==> src/rtl/video_mode_sequencer_if.sv <==
// Bundle of the mode-sequencer request/ack and status signals.
// master = the sequencer itself, slave = the downstream consumer / stimulus side.
interface video_mode_sequencer_if #(
    parameter int DATA_W = 8,
    parameter int IDX_W  = 3
);
    logic [DATA_W-1:0] data_in;
    logic              change_ack;
    logic [IDX_W-1:0]  mode_index;
    logic [IDX_W-1:0]  pending_index;
    logic              change_req;
    logic              busy;
    logic              invalid_code;
    logic              timeout_err;

    modport master (
        input  data_in, change_ack,
        output mode_index, pending_index, change_req, busy, invalid_code, timeout_err
    );

    modport slave (
        output data_in, change_ack,
        input  mode_index, pending_index, change_req, busy, invalid_code, timeout_err
    );
endinterface

==> src/rtl/video_mode_sequencer.sv <==
// Debounces a mode-select code, decodes it against a code table and runs a request/ack/holdoff
// handshake. Define VIDEO_MODE_ACK_TIMEOUT_EN to give up on an unacknowledged request.
module video_mode_sequencer #(
    parameter int                            DATA_W         = 8,
    parameter int                            NUM_MODES      = 5,
    parameter logic [NUM_MODES*DATA_W-1:0]   MODE_CODES     = {8'h05, 8'h04, 8'h03, 8'h02, 8'h01},
    parameter int                            DEFAULT_MODE   = 0,
    parameter int                            STABLE_CYCLES  = 16,
    parameter int                            HOLDOFF_CYCLES = 64,
    parameter int                            TIMEOUT_CYCLES = 1024
) (
    input logic                     clock,
    input logic                     reset,
    video_mode_sequencer_if.master  bus
);
    localparam int IDX_W = (NUM_MODES > 1) ? $clog2(NUM_MODES) : 1;
    localparam int SC_W  = (STABLE_CYCLES > 1) ? $clog2(STABLE_CYCLES) : 1;
    localparam int HO_W  = (HOLDOFF_CYCLES > 1) ? $clog2(HOLDOFF_CYCLES) : 1;
    localparam logic [SC_W-1:0]  SC_LAST = SC_W'(STABLE_CYCLES - 1);
    localparam logic [HO_W-1:0]  HO_LAST = HO_W'(HOLDOFF_CYCLES - 1);
    localparam logic [IDX_W-1:0] DEF_IDX = IDX_W'(DEFAULT_MODE);

    typedef enum logic [1:0] {ST_IDLE, ST_REQUEST, ST_HOLDOFF} state_t;

    state_t            state_q, state_d;
    logic [DATA_W-1:0] data_in_q, data_in_d;
    logic [SC_W-1:0]   stable_cnt_q, stable_cnt_d;
    logic              evaluated_q, evaluated_d;
    logic [IDX_W-1:0]  mode_index_q, mode_index_d;
    logic [IDX_W-1:0]  pending_index_q, pending_index_d;
    logic              change_req_q, change_req_d;
    logic              busy_q, busy_d;
    logic              invalid_code_q, invalid_code_d;
    logic [HO_W-1:0]   holdoff_cnt_q, holdoff_cnt_d;
`ifdef VIDEO_MODE_ACK_TIMEOUT_EN
    localparam int TO_W = (TIMEOUT_CYCLES > 1) ? $clog2(TIMEOUT_CYCLES) : 1;
    localparam logic [TO_W-1:0] TO_LAST = TO_W'(TIMEOUT_CYCLES - 1);
    logic [TO_W-1:0]   timeout_cnt_q, timeout_cnt_d;
    logic              timeout_err_q, timeout_err_d;
`endif

    logic              input_changed;
    logic              settled;
    logic [NUM_MODES-1:0] code_hit;
    logic              dec_valid;
    logic [IDX_W-1:0]  dec_idx;

    // Table lookup runs on the registered sample; it equals data_in whenever a value is settled.
    for (genvar gi = 0; gi < NUM_MODES; gi++) begin : g_decode
        assign code_hit[gi] = (MODE_CODES[gi*DATA_W +: DATA_W] == data_in_q);
    end

    always_comb begin
        dec_idx = '0;
        for (int i = NUM_MODES - 1; i >= 0; i--) begin
            if (code_hit[i]) dec_idx = IDX_W'(i);
        end
    end

    assign dec_valid     = |code_hit;
    assign input_changed = (bus.data_in != data_in_q);
    assign settled       = !input_changed && (stable_cnt_q == SC_LAST);

    always_comb begin
        state_d         = state_q;
        data_in_d       = bus.data_in;
        stable_cnt_d    = stable_cnt_q;
        evaluated_d     = evaluated_q;
        mode_index_d    = mode_index_q;
        pending_index_d = pending_index_q;
        change_req_d    = change_req_q;
        invalid_code_d  = 1'b0;
        holdoff_cnt_d   = holdoff_cnt_q;
`ifdef VIDEO_MODE_ACK_TIMEOUT_EN
        timeout_cnt_d   = timeout_cnt_q;
        timeout_err_d   = 1'b0;
`endif

        if (input_changed) begin
            stable_cnt_d = '0;
            evaluated_d  = 1'b0;
        end else if (stable_cnt_q != SC_LAST) begin
            stable_cnt_d = stable_cnt_q + 1'b1;
        end

        case (state_q)
            ST_IDLE: begin
                if (settled && !evaluated_q) begin
                    evaluated_d = 1'b1;
                    if (!dec_valid) begin
                        invalid_code_d = 1'b1;
                    end else if (dec_idx != mode_index_q) begin
                        pending_index_d = dec_idx;
                        change_req_d    = 1'b1;
                        state_d         = ST_REQUEST;
`ifdef VIDEO_MODE_ACK_TIMEOUT_EN
                        timeout_cnt_d   = '0;
`endif
                    end
                end
            end
            ST_REQUEST: begin
                // An ack arriving on the timeout cycle still completes the change.
                if (bus.change_ack) begin
                    mode_index_d  = pending_index_q;
                    change_req_d  = 1'b0;
                    holdoff_cnt_d = '0;
                    state_d       = ST_HOLDOFF;
                end
`ifdef VIDEO_MODE_ACK_TIMEOUT_EN
                else if (timeout_cnt_q == TO_LAST) begin
                    change_req_d  = 1'b0;
                    timeout_err_d = 1'b1;
                    holdoff_cnt_d = '0;
                    state_d       = ST_HOLDOFF;
                end else begin
                    timeout_cnt_d = timeout_cnt_q + 1'b1;
                end
`endif
            end
            ST_HOLDOFF: begin
                if (holdoff_cnt_q == HO_LAST) state_d = ST_IDLE;
                else holdoff_cnt_d = holdoff_cnt_q + 1'b1;
            end
            default: state_d = ST_IDLE;
        endcase

        busy_d = (state_d != ST_IDLE);
    end

    always_ff @(posedge clock) begin
        if (reset) begin
            state_q         <= ST_IDLE;
            data_in_q       <= '0;
            stable_cnt_q    <= '0;
            evaluated_q     <= 1'b0;
            mode_index_q    <= DEF_IDX;
            pending_index_q <= DEF_IDX;
            change_req_q    <= 1'b0;
            busy_q          <= 1'b0;
            invalid_code_q  <= 1'b0;
            holdoff_cnt_q   <= '0;
`ifdef VIDEO_MODE_ACK_TIMEOUT_EN
            timeout_cnt_q   <= '0;
            timeout_err_q   <= 1'b0;
`endif
        end else begin
            state_q         <= state_d;
            data_in_q       <= data_in_d;
            stable_cnt_q    <= stable_cnt_d;
            evaluated_q     <= evaluated_d;
            mode_index_q    <= mode_index_d;
            pending_index_q <= pending_index_d;
            change_req_q    <= change_req_d;
            busy_q          <= busy_d;
            invalid_code_q  <= invalid_code_d;
            holdoff_cnt_q   <= holdoff_cnt_d;
`ifdef VIDEO_MODE_ACK_TIMEOUT_EN
            timeout_cnt_q   <= timeout_cnt_d;
            timeout_err_q   <= timeout_err_d;
`endif
        end
    end

    assign bus.mode_index    = mode_index_q;
    assign bus.pending_index = pending_index_q;
    assign bus.change_req    = change_req_q;
    assign bus.busy          = busy_q;
    assign bus.invalid_code  = invalid_code_q;
`ifdef VIDEO_MODE_ACK_TIMEOUT_EN
    assign bus.timeout_err   = timeout_err_q;
`else
    assign bus.timeout_err   = 1'b0;
`endif
endmodule

==> src/flat_wrapper.sv <==
// flat-port wrapper written by rule: the top's interface ports become plain ports
module video_mode_sequencer_flat 
#(
    parameter int                            DATA_W         = 8,
    parameter int                            NUM_MODES      = 5,
    parameter logic [NUM_MODES*DATA_W-1:0]   MODE_CODES     = {8'h05, 8'h04, 8'h03, 8'h02, 8'h01},
    parameter int                            DEFAULT_MODE   = 0,
    parameter int                            STABLE_CYCLES  = 16,
    parameter int                            HOLDOFF_CYCLES = 64,
    parameter int                            TIMEOUT_CYCLES = 1024
)
  (clock, reset, bus_data_in, bus_change_ack, bus_mode_index, bus_pending_index, bus_change_req, bus_busy, bus_invalid_code, bus_timeout_err);
  video_mode_sequencer_if #(.DATA_W(DATA_W), .IDX_W(3)) bus_i ();
  input logic clock;
  input logic reset;
  input wire logic [$bits(bus_i.data_in)-1:0] bus_data_in;
  input wire logic [$bits(bus_i.change_ack)-1:0] bus_change_ack;
  output wire logic [$bits(bus_i.mode_index)-1:0] bus_mode_index;
  output wire logic [$bits(bus_i.pending_index)-1:0] bus_pending_index;
  output wire logic [$bits(bus_i.change_req)-1:0] bus_change_req;
  output wire logic [$bits(bus_i.busy)-1:0] bus_busy;
  output wire logic [$bits(bus_i.invalid_code)-1:0] bus_invalid_code;
  output wire logic [$bits(bus_i.timeout_err)-1:0] bus_timeout_err;
  assign bus_i.data_in = bus_data_in;
  assign bus_i.change_ack = bus_change_ack;
  assign bus_mode_index = bus_i.mode_index;
  assign bus_pending_index = bus_i.pending_index;
  assign bus_change_req = bus_i.change_req;
  assign bus_busy = bus_i.busy;
  assign bus_invalid_code = bus_i.invalid_code;
  assign bus_timeout_err = bus_i.timeout_err;
  video_mode_sequencer #(.DATA_W(DATA_W), .NUM_MODES(NUM_MODES), .MODE_CODES(MODE_CODES), .DEFAULT_MODE(DEFAULT_MODE), .STABLE_CYCLES(STABLE_CYCLES), .HOLDOFF_CYCLES(HOLDOFF_CYCLES), .TIMEOUT_CYCLES(TIMEOUT_CYCLES)) u_core (.clock(clock), .reset(reset), .bus(bus_i));
endmodule
==> config.mk <==
export PLATFORM = sky130hd
export DESIGN_NAME = video_mode_sequencer_flat
export DESIGN_NICKNAME = d
export VERILOG_FILES = /design/src/rtl/video_mode_sequencer_if.sv /design/src/rtl/video_mode_sequencer.sv /design/src/flat_wrapper.sv
export SDC_FILE = /design/constraint.sdc
export NUM_CORES = 1
export LEC_CHECK = 0
export ABC_AREA = 1
export CAP_MARGIN = 20
export CORE_MARGIN = 2
export CORE_UTILIZATION = 55
export DETAILED_ROUTE_END_ITERATION = 8
export MAX_ROUTING_LAYER = met4
export PLACE_DENSITY = 0.8
export SYNTH_ARGS = -nofsm -noshare
export SYNTH_HDL_FRONTEND = slang
export SYNTH_SLANG_ARGS = --single-unit
==> constraint.sdc <==
create_clock -name clock -period 4.48 [get_ports clock]
set_input_delay 1.12 -clock clock [delete_from_list [all_inputs] [get_ports clock]]
set_output_delay 1.12 -clock clock [all_outputs]
set_load 0.05 [all_outputs]
Yosys cells after proc, flatten, opt, wreduce, memory -nomap -nowiden
Cells that the tools add are included.
Operators by class
  equality and inequality tests: 17
  $add $sub $neg: 2
  reduce and logical (&&, ||, !) cells: 15
  bitwise logic cells: 2
  multiplexer cells: 23
Operators with widths (number)
  $eq A2 B8 Y1 const A: 2
  $eq A3 B8 Y1 const A: 2
  $mux W3: 5
  $mux W6: 2
  $pmux W6 S2: 1
  $mux W2: 5
  $eq A1 B8 Y1 const A: 1
  $mux W1: 8
  $ne A8 B8 Y1: 1
  $add A6 B1 Y6 const B: 1
  $eq A6 B6 Y1 const B: 1
  $ne A2 B1 Y1 const B: 3
  $pmux W2 S3: 1
  $reduce_bool A2 Y1: 3
  $reduce_and A5 Y1: 1
  $reduce_or A5 Y1: 1
  $add A4 B1 Y4 const B: 1
  $eq A4 B4 Y1 const B: 1
  $ne A2 B2 Y1 const B: 2
  $ne A4 B4 Y1 const B: 1
  $reduce_and A4 Y1: 1
  $ne A3 B3 Y1: 1
  $reduce_and A3 Y1: 1
  $reduce_or A3 Y1: 1
  other kinds (9): 12
Word-level totals
  input bits: 11
  word-level logic and storage cells: 69
  output and inout port bits: 10
  flip-flop bits (word level): 30

Logic depth before layout (Yosys ltp)
  depth after elaboration: 12
  mapped depth: 12
  depth with buffers taken out: 12

Worst setup path after synthesis
OpenSTA, ideal clock, no wires.
  path kind: input to register
  start point: in bus_data_in[1]
  end point: reg u_core.pending_index_q[0] (netlist: u_core.bus.pending_index[0])
  buffers on the path: 0
  stages on the path: 11
  required time: 4416 ps
  arrival: 1960 ps
  library setup time: 64 ps
  path slack: 2456 ps
  cells stage by stage: inv_1 > nand2_1 > nand2_1 > nand2_1 > nor2_1 > nand3_2 > nor2_8 > nand3_4 > nand2_1 > inv_1 > nor2_1
Between the ends
  word-level cells in the longest chain between the ends: 5
RTL lines
  start: declaration: RTL line flat_wrapper.sv:16  | input wire logic [$bits(bus_i.data_in)-1:0] bus_data_in;
  $ne A8 B8 Y1: RTL line video_mode_sequencer.sv:61  | assign input_changed = (bus.data_in != data_in_q);
  $logic_not A1 Y1: RTL line video_mode_sequencer.sv:62  | assign settled = !input_changed && (stable_cnt_q == SC_LAST);
  $logic_and A1 B1 Y1: RTL line video_mode_sequencer.sv:62
  $logic_and A1 B1 Y1: RTL line video_mode_sequencer.sv:88  | if (settled && !evaluated_q) begin
  $reduce_and A4 Y1 (no line)
  end signal: assignment: RTL line video_mode_sequencer.sv:153  | pending_index_q <= pending_index_d;
  end: declaration: RTL line video_mode_sequencer.sv:30  | logic [IDX_W-1:0] pending_index_q, pending_index_d;
No other way between the ends.
A chain may end at the register's enable or synchronous reset.

Worst setup path after layout
  start point: reg u_core.pending_index_q[2] (netlist: u_core.bus.pending_index[2])
  end point: out bus_pending_index[2]
RTL lines
  end: declaration: RTL line flat_wrapper.sv:19  | output wire logic [$bits(bus_i.pending_index)-1:0] bus_pending_index;
No word-level cell between the ends.

==> reports/metrics.cfg <==
[drt]
routed_wl_mm=2.727
drt_iter0_markers=30
vias=1297
via_per_inst=4.751
dr.pass1.iters=4
drc_errors=0
drtAntennaViolNets=0
wl_per_cell_um=9.989

[cells_and_area]
mostFrequentLayoutCells=nand2_1 (50), inv_1 (35), dfxtp_1 (30)
drive_gt1_frac=0.1570
final_common_cell=nand2_1
nFillCells=243
fin_area_mm2=0.001832
nets=254
n_antenna_cell=0
syn2layout_area_growth_pct=17.59

[power]
p_int_w=0.0003758
combinationalPowerShare=0.131
switching_share=0.2671
p_leak_nw=0.8712
clockPowerShare=0.322
seq_power_share=0.546
ir_drop_v=0.0002722
p_switching_w=0.0001370
power_density_mw_per_mm2=279.9

[worst_hold_path]
hold_path_depth=2
min-delay-start=u_core.holdoff_cnt_q[4]
hold_path.class=flop to flop

[synth]
synth.lib_cells_used.distinct=26
synth_nets=231
synth_cells=218
ys_ff_latch=30
syn_avg_cell_area_um2=7.146
ys_seq_area_frac=0.3855
yosysWarnings=0
synth.cell_area_mm2=0.001558

[worst_setup_path]
cp.depth=1
crit_chain=clkdlybuf4s50_1
cp_max_fo=3
cp_top_family=buffers and inverters
max_stage_delay_ps=810
setup.worst_path.start_class=flop
crit_slowest_cell=clkdlybuf4s50_1
crit_start=u_core.bus.pending_index[2]
required_ps=3360
r2r_slack_ps=2860
worstSetupPathType=flop to output pin
ff2ff_path_depth=9
crit_buf_inv=1
timing.rr.start=u_core.stable_cnt_q[0]
end_kind=output pin
critPathArrivalTime_ps=1510

[global_route]
grt_pass1_vias=1191
grt_pass1_wl_mm=4.919
antenna_found_initial=0
grt_max_degree=12
overflow=0
globalRouteTotalUtil=0.2010

[die]
top_level_ports=21
die-width_um=57.22
die_y_um=57.22
std_cell_rows=19
coreArea_mm2=0.002734
dieArea_mm2=0.003274
start_util=0.5698

[timing]
rsz0062_at_grt=no
tns_ps=0
skew_ps=4.214
finalSetupViolations=0
drv_slew=0
post-route-period-util=0.5872
hold_violations=0
fin_crit_ps=2631
clock.fmax_mhz=380.1

[clocking]
clk_latency_ps=330
cts_htree_levels=2
tritoncts=yes
postCtsHoldBufs=0
numClockSinks=30
cts_made_buffers=5
clk_transition_reported_paths_ps=90
cts_max_path_buffers=2
post_cts_resized=0
root_buffer=clkbuf_4
post-cts-setup-buffers=0

[place]
portBuffers=19
place_hpwl_mm=2.141
placed_area_mm2=0.001772
gp_congestion=0.8128

[status]
status=completed

[run]
cap_violations=0

cells in the mapped netlist:
cell	n	area share
a21oi_1	11	0.035
a31oi_1	1	0.0040
buf_4	1	0.0048
clkbuf_1	2	0.0048
conb_1	1	0.0024
dfxtp_1	30	0.39
ha_1	2	0.016
inv_1	35	0.084
inv_2	6	0.014
nand2_1	50	0.12
nand2_2	10	0.040
nand3_1	8	0.026
nand3_2	3	0.019
nand3_4	2	0.022
nand4_1	7	0.028
nor2_1	24	0.058
nor2_2	4	0.016
nor2_4	2	0.014
nor2_8	2	0.026
nor3_1	2	0.0064
nor3_2	1	0.0064
nor4_1	1	0.0040
o21ai_0	5	0.016
o21ai_2	1	0.0056
xnor2_1	6	0.034
xor2_1	1	0.0056
worst paths after layout:
path / endpoint
max: bus_pending_index[2]
min: u_core.holdoff_cnt_q[4]
max reg2reg: u_core.bus.pending_index[0]
min reg2reg: u_core.holdoff_cnt_q[4]
layer usage:
metal,part of all wire,vias up,GRT usage
met2,0.42,24,0.2939
met5,0,-,-
met1,0.52,548,0.2604
met3,0.038,8,0.05442
li1,-,717,-
met4,0.024,0,0.08970
worst min-delay path, cell delays in order, from the launching register on:
cell,delay (ps)
dfxtp_1,320
inv_1,50
a21oi_1,50
state kept, by name, summed over array words and instances (netlist names):
signal                    cells
u_core.bus.invalid_code       1
u_core.bus.pending_index      3
u_core.holdoff_cnt_q          6
u_core.bus.change_req         1
u_core.state_q                2
u_core.data_in_q              8
u_core.bus.busy               1
u_core.bus.mode_index         3
u_core.stable_cnt_q           4
u_core.evaluated_q            1
through the flow:
stage	hold slack, ps	total power (W)	setup slack [ps]	utilization	std cells
after global routing	473.8	0.0005437	1790	0.6700	273
after global placement	443.0	0.0003525	1822	0.6481	265
after detailed placement	444.9	0.0003535	1783	0.6481	265
after CTS	459.2	0.0005184	1837	0.6700	273
final	460.5	0.0005127	1849	0.6700	273
after floorplan	428.5	0.0003342	2456	-	218
power groups by stage:
stage	combinational, W	clock (W)	sequential [W]
after floorplan	0.0000462	0	0.000288
after global placement	0.0000665	0	0.000286
after detailed placement	0.0000672	0	0.000286
after CTS	0.0000677	0.000171	0.000280
after global routing	0.0000771	0.000185	0.000282
final	0.0000673	0.000165	0.000280
cells by family after synthesis:
logic type / after synthesis / share of synthesized area
simple gates: 116 / 0.3871
buf+inv: 44 / 0.1084
flops: 30 / 0.3855
compound gates: 18 / 0.06104
xor+xnor: 7 / 0.03936
fa+ha+maj: 2 / 0.01606
other cells: 1 / 0.002407
area by class of cell:
cell class                      instances  area [µm²]  area share
Clock inverter                          1       5.005    0.002732
Sequential cell                        30       600.6      0.3279
Inverter                               41       153.9     0.08402
Multi-Input combinational cell        144       788.3      0.4303
Clock buffer                            7       55.05     0.03005
Timing Repair Buffer                   19       190.2      0.1038
Tap cell                               31       38.79     0.02117
Note: power is estimated with default switching activity, not from simulation.
